===== config.mk =====
export PLATFORM = sky130hd
export DESIGN_NAME = dac_burst_seq
export DESIGN_NICKNAME = d
export VERILOG_FILES = /design/src/rtl/dac_burst_seq_pkg.sv /design/src/rtl/dac_burst_cnt.sv /design/src/rtl/dac_burst_seq.sv
export SDC_FILE = /design/constraint.sdc
export NUM_CORES = 1
export LEC_CHECK = 0
export BUFFER_PORTS_ARGS = -buffer_cell sky130_fd_sc_hd__buf_2
export CAP_MARGIN = 20
export CORE_AREA = 2 2 102 143
export DETAILED_ROUTE_END_ITERATION = 16
export DIE_AREA = 0 0 104 145
export PLACE_DENSITY = 0.73
export SKIP_LAST_GASP = 1
export SYNTH_ARGS = -nofsm -noshare
export SYNTH_HDL_FRONTEND = slang
export SYNTH_SLANG_ARGS = --single-unit
export TNS_END_PERCENT = 30

===== constraint.sdc =====
create_clock -name i_clk -period 3.8 [get_ports i_clk]
set_input_delay 0.76 -clock i_clk [delete_from_list [all_inputs] [get_ports i_clk]]
set_output_delay 0.76 -clock i_clk [all_outputs]
set_load 0.01 [all_outputs]

===== src/rtl/dac_burst_seq_pkg.sv =====
// Shared definitions for the DAC burst playback sequencer.
package dac_burst_seq_pkg;

   typedef enum logic [1:0] {
      ST_IDLE  = 2'd0,
      ST_DELAY = 2'd1,
      ST_PLAY  = 2'd2,
      ST_GAP   = 2'd3
   } state_t;

   // A repetition count of this value means play until aborted.
   localparam int unsigned REP_CONT = 0;

endpackage


===== src/rtl/dac_burst_cnt.sv =====
// Loadable down-counter with zero flag; stops at zero.
module dac_burst_cnt #(
   parameter int unsigned W = 16
) (
   input  logic         i_clk,
   input  logic         i_clr,
   input  logic         i_load,
   input  logic [W-1:0] i_val,
   input  logic         i_dec,
   output logic         o_zero
);

   logic [W-1:0] cnt_q;

   // Load has priority over decrement; decrement saturates at zero.
   always_ff @(posedge i_clk) begin
      if (i_clr) begin
         cnt_q <= '0;
      end else if (i_load) begin
         cnt_q <= i_val;
      end else if (i_dec && (cnt_q != '0)) begin
         cnt_q <= cnt_q - 1'b1;
      end
   end

   assign o_zero = (cnt_q == '0);

endmodule


===== src/rtl/dac_burst_seq.sv =====
// DAC burst sequencer: trigger, programmed delay, then repeated RAM
// address sweeps with an optional idle gap between repetitions.
module dac_burst_seq
   import dac_burst_seq_pkg::*;
#(
   parameter int unsigned AW = 13,
   parameter int unsigned RW = 16,
   parameter int unsigned GW = 16
) (
   input  logic          i_clk,
   input  logic          i_clr,
   input  logic          i_start,
   input  logic          i_abort,
   input  logic [31:0]   i_delay,
   input  logic [AW-1:0] i_len,
   input  logic [RW-1:0] i_reps,
   input  logic [GW-1:0] i_gap,
   output logic [AW-1:0] o_ram_addr,
   output logic          o_play,
   output logic          o_busy,
   output logic          o_done,
   output logic [RW-1:0] o_rep_cnt
);

   state_t        state_q, state_d;
   logic [AW-1:0] len_s, addr_d;
   logic [RW-1:0] reps_s, rep_d, rep_inc;
   logic [GW-1:0] gap_s;
   logic          play_d, busy_d, done_d;
   logic          start_ok;
   logic          dly_load, dly_dec, dly_zero;
   logic          gap_load, gap_dec, gap_zero;

   assign start_ok = (state_q == ST_IDLE) && i_start && !i_abort;
   assign rep_inc  = o_rep_cnt + 1'b1;

   dac_burst_cnt #(.W(32)) u_dly_cnt (
      .i_clk  (i_clk),
      .i_clr  (i_clr),
      .i_load (dly_load),
      .i_val  (i_delay),
      .i_dec  (dly_dec),
      .o_zero (dly_zero)
   );

   // Gap counter is loaded with gap-1 so the GAP state lasts exactly gap clocks.
   dac_burst_cnt #(.W(GW)) u_gap_cnt (
      .i_clk  (i_clk),
      .i_clr  (i_clr),
      .i_load (gap_load),
      .i_val  (gap_s - 1'b1),
      .i_dec  (gap_dec),
      .o_zero (gap_zero)
   );

   // Shadow copies of the burst configuration, frozen at start.
   always_ff @(posedge i_clk) begin
      if (i_clr) begin
         len_s  <= '0;
         reps_s <= '0;
         gap_s  <= '0;
      end else if (start_ok) begin
         len_s  <= i_len;
         reps_s <= i_reps;
         gap_s  <= i_gap;
      end
   end

   // State and all outputs are registered.
   always_ff @(posedge i_clk) begin
      if (i_clr) begin
         state_q    <= ST_IDLE;
         o_ram_addr <= '0;
         o_play     <= 1'b0;
         o_busy     <= 1'b0;
         o_done     <= 1'b0;
         o_rep_cnt  <= '0;
      end else begin
         state_q    <= state_d;
         o_ram_addr <= addr_d;
         o_play     <= play_d;
         o_busy     <= busy_d;
         o_done     <= done_d;
         o_rep_cnt  <= rep_d;
      end
   end

   // Next-state and next-output logic; abort overrides every transition.
   always_comb begin
      state_d  = state_q;
      addr_d   = o_ram_addr;
      play_d   = o_play;
      busy_d   = o_busy;
      done_d   = 1'b0;
      rep_d    = o_rep_cnt;
      dly_load = 1'b0;
      dly_dec  = 1'b0;
      gap_load = 1'b0;
      gap_dec  = 1'b0;

      if ((state_q != ST_IDLE) && i_abort) begin
         state_d = ST_IDLE;
         addr_d  = '0;
         play_d  = 1'b0;
         busy_d  = 1'b0;
      end else begin
         case (state_q)
            ST_IDLE: begin
               if (start_ok) begin
                  state_d  = ST_DELAY;
                  busy_d   = 1'b1;
                  rep_d    = '0;
                  dly_load = 1'b1;
               end
            end
            ST_DELAY: begin
               if (dly_zero) begin
                  state_d = ST_PLAY;
                  addr_d  = '0;
                  play_d  = 1'b1;
               end else begin
                  dly_dec = 1'b1;
               end
            end
            ST_PLAY: begin
               if (o_ram_addr == len_s) begin
                  rep_d = rep_inc;
                  if ((reps_s != RW'(REP_CONT)) && (rep_inc == reps_s)) begin
                     state_d = ST_IDLE;
                     play_d  = 1'b0;
                     busy_d  = 1'b0;
                     done_d  = 1'b1;
                  end else if (gap_s == '0) begin
                     addr_d = '0;
                  end else begin
                     state_d  = ST_GAP;
                     gap_load = 1'b1;
                     play_d   = 1'b0;
                  end
               end else begin
                  addr_d = o_ram_addr + 1'b1;
               end
            end
            ST_GAP: begin
               if (gap_zero) begin
                  state_d = ST_PLAY;
                  addr_d  = '0;
                  play_d  = 1'b1;
               end else begin
                  gap_dec = 1'b1;
               end
            end
            default: begin
               state_d = ST_IDLE;
            end
         endcase
      end
   end

endmodule


==> impl_results.md <==
- Worst vdd ir: between 0.2 and 0.3 mV
- Max_slew headroom: 41.8%
- Register Area: between 2000 and 3000 um^2
- Vias in the first global route: ~6.3k
- Seq/Total Area, Yosys: between 30% and 40%
- Ports: approximately 110
- First-pass GRT wire length: a little over 30000 um
- Routed Antenna Nets: 0
- Crit start category: register
- WP data required: between 4 and 5 ns
- Number of flops mapped to enable cells by yosys: 0
- CTS tree: done
- Delay of the slowest critical-path stage: 0.54 ns
- Width of the chip: ~100 um
- Max-cap violations: 0
- Fraction of synthesized area in multiplexers: 0.291%
- Area grow syn2layout: 22.2%
- Area of the multi-input gates: 4170 um^2
- Clock Power Share: approximately 44%
- CTS Buf Count: 17
- Via count: 6673
- Switching part of the total power: 28.3%
- Kind of critical path: reg2reg
- Synth Area in Adders: less than 1%
- Clk_skew: 0.0111 ns
- Clock buffer depth: 2
- Routability cong.: between 0.8 and 0.9
- CP arrival: 3.90 ns
- Max stage delay cell, worst path: or4_4
- Cell family contributing the most delay on the critical path: simple AND/OR/NAND/NOR gates
- Internal power: around 2.8 mW
- Starting Density: between 40 and 50%
- Setup Slack @ Placement: around 0.024 ns
- Clock-pin slew on the worst setup and hold paths: roughly 0.06 ns
- DRT iter0 DRCs: between 300 and 400
- Mapped Cells: between 800 and 900
- Routed vias/inst: approximately 5.6
- Status: finished clean
- Final setup vio count: 0
- Xor and xnor area share after synthesis: roughly a tenth
- Pin count of the biggest net entering global routing: 109
- RSZ-0062 raised after global routing: yes
- Yosys reg bits: about 130
- Nets: approximately 1.1k
- Port Buffers: roughly 110
- CP Cell Sequence: or3_1 > or4_4 > or3b_4 > nor4_4 > nor4_4 > mux2i_1 > ha_1 > inv_1 > or3_1 > nor3_1 > xor2_1 > nor2_1 > a211oi_1
- Seq pwr share: 38.7%
- Core area: ~14000 um^2
- Least-Margin Pin Slew: a little under 0.9 ns
- Max Clock Freq: between 200 and 300 MHz
- Avg Synthesized Cell Area: roughly 7.8 um^2
- Sink Count: 127
- Pre-antenna DRT Iters: 5
- GRT overflow: 0
- GRT Total Usage: 25.0%
- Post-synthesis compound-gate area fraction: between 10% and 20%
- Simple-gate portion of the synthesized area: ~29%
- Syn nets: 972
- ANT cells: 0
- Final core utilization: around 60%
- Initial antenna violation count: 0
- Asr flop ratio synth: 0%
- YS warnings: 0
- Drt drc: 0
- NetSw: 1.11 mW
- CTS H-Tree Depth: 4
- Final worst-path cycle share: a little over nine tenths
- Max-slew violations: 0
- Share of layout cells above drive strength 1: a little over a fifth
- Cell area power density: around 470 nW/um^2
- Root Driver: clkbuf_16
- Setup TNS: 0 ns
- Total power: around 3.9 mW
- Minimum clock period: 3.57 ns
- Main synth FF type: dfxtp_1
- Clock Latency Late Sink: 0.42 ns
- Post-DP HPWL: 13200 um
- Final wirelength: 18700 um
- Crit end category: register
- Comb pwr share: between 10% and 20%
- Post-Layout Cell Count: approximately 1.2k
- Die H: roughly 150 um
- Crit path max fanout: 5
- Synth cell types: 64
- Worst hold path type: reg2reg
- Largest family of logic cells by synthesized area: simple AND/OR/NAND/NOR gates
- Inst Count DP: approximately 1.2k
- Final Cell Area: approximately 8400 um^2
- Die ar.: 15100 um^2
- Final worst slack: 0.226 ns
- Hold Fails Final Rpt: 0
- Fin Hold WS: approximately 0.47 ns
- Num rows: between 50 and 60
- Cell Area, Synth: 6880 um^2
- Worst Path Buf+Inv: 1
- Fill count: ~1.3k
- Lkg Pwr: 3.24 nW
- Wire length per cell: between 15 and 20 um
- Placed cell area: 7670 um^2
cell usage after synthesis (3+ instances only):
cell type / instances / share of area [%]
ha_1: 4 / 0.73
and3_1: 10 / 0.91
o21ai_1: 3 / 0.22
or4_4: 4 / 0.66
nand3_1: 18 / 1.3
nand2b_1: 6 / 0.55
inv_1: 12 / 0.66
o31ai_1: 6 / 0.66
nand4_1: 14 / 1.3
and4_1: 5 / 0.64
and2_1: 6 / 0.55
or2_2: 4 / 0.36
xnor2_1: 47 / 6.0
nor2_1: 84 / 4.6
o21a_1: 4 / 0.44
buf_2: 3 / 0.22
a311oi_1: 10 / 1.3
nor3_1: 31 / 2.3
nor4_1: 24 / 2.2
o211ai_1: 3 / 0.33
a31oi_1: 11 / 1.0
a211oi_1: 39 / 4.3
o2bb2ai_1: 3 / 0.38
dfxtp_1: 127 / 37
xor2_1: 33 / 4.2
or4_1: 11 / 1.2
clkbuf_1: 51 / 2.8
nand2_1: 131 / 7.2
nor2b_1: 6 / 0.55
or3_1: 22 / 2.0
nor4b_1: 3 / 0.38
o21ai_0: 36 / 2.6
a21oi_1: 80 / 5.8
flip-flops by register name, indices dropped and copies added, names as in the netlist:
| signal | count |
|---|---|
| u_dly_cnt.cnt_q | 32 |
| u_gap_cnt.cnt_q | 16 |
| o_busy | 1 |
| o_rep_cnt | 16 |
| o_done | 1 |
| o_play | 1 |
| gap_s | 16 |
| reps_s | 16 |
| o_ram_addr | 13 |
| state_q | 2 |
| len_s | 13 |
cell type report:
cell class	count	share of cell area (%)
timing repair buffer	139	9.35
multi-input combinational	691	49.6
inverter	12	0.536
clock buffer	20	5.56
clock inverter	12	1.88
tap	185	2.76
sequential	127	30.3
power groups by stage:
| stage | combinational (mW) | clock, mW | sequential (mW) |
|---|---|---|---|
| finish | 0.693 | 1.70 | 1.51 |
| global route | 0.775 | 1.79 | 1.52 |
| CTS | 0.685 | 1.73 | 1.51 |
| detailed placement | 0.678 | 0 | 1.54 |
| global placement | 0.675 | 0 | 1.53 |
| floorplan | 0.494 | 0 | 1.51 |
metal layers:
| metal | GRT usage (%) | share of wire [%] |
|---|---|---|
| met1 | 30.9 | 43 |
| met2 | 43.2 | 50 |
| met5 | 0 | 0 |
| met4 | 8.78 | 2.0 |
| met3 | 4.81 | 4.5 |
worst reg2reg max path: stages, from the launching register on:
cell and delay, ns:
dfxtp_1 0.35, or3_1 0.43, or4_4 0.54, or3b_4 0.44, nor4_4 0.22, nor4_4 0.11
mux2i_1 0.17, ha_1 0.18, inv_1 0.07, or3_1 0.36, nor3_1 0.19, xor2_1 0.17
nor2_1 0.05, a211oi_1 0.20
placed cells by master (no fill, tap or decap), types with 4 or more instances in the layout:
master     instances
clkbuf_16         17
and4_1             4
xnor2_1           47
dfxtp_1          124
buf_2            111
buf_4             27
and2_1             6
nor2b_1            6
nor3_1            30
a21oi_1           80
a211oi_1          39
or4_1             11
inv_1             12
nand2_1          131
and3_1             9
nand2b_1           6
o21ai_0           36
nand4_1           14
a31oi_1           11
nor2_1            83
o31ai_1            6
or4_4              4
nor4_1            20
a311oi_1           9
or2_2              4
nand3_1           16
or3_1             21
o21a_1             4
xor2_1            33
timing repair:
item / CTS / global route
pin swaps: 1 / 0
resized for setup: 0 / 15
hold buffers: 0 / 0
setup buffers: 0 / 1
endpoints found under the setup margin: 1 / 6
kinds of logic after synthesis:
kind of cell	count (synthesis)
simple gates	395
compound gates	210
flops	127
xor+xnor	80
buf+inv	69
fa+ha+maj	4
mux	2
worst paths after layout:
path / start / end / slack [ns] / depth (start not counted)
max: gap_s[0] / u_gap_cnt.cnt_q[6] / 0.23 / 13
max reg2reg: gap_s[0] / u_gap_cnt.cnt_q[6] / 0.23 / 13
min: len_s[10] / len_s[10] / 0.47 / 2
min reg2reg: len_s[10] / len_s[10] / 0.47 / 2
Note: power is estimated with default switching activity, not from simulation.
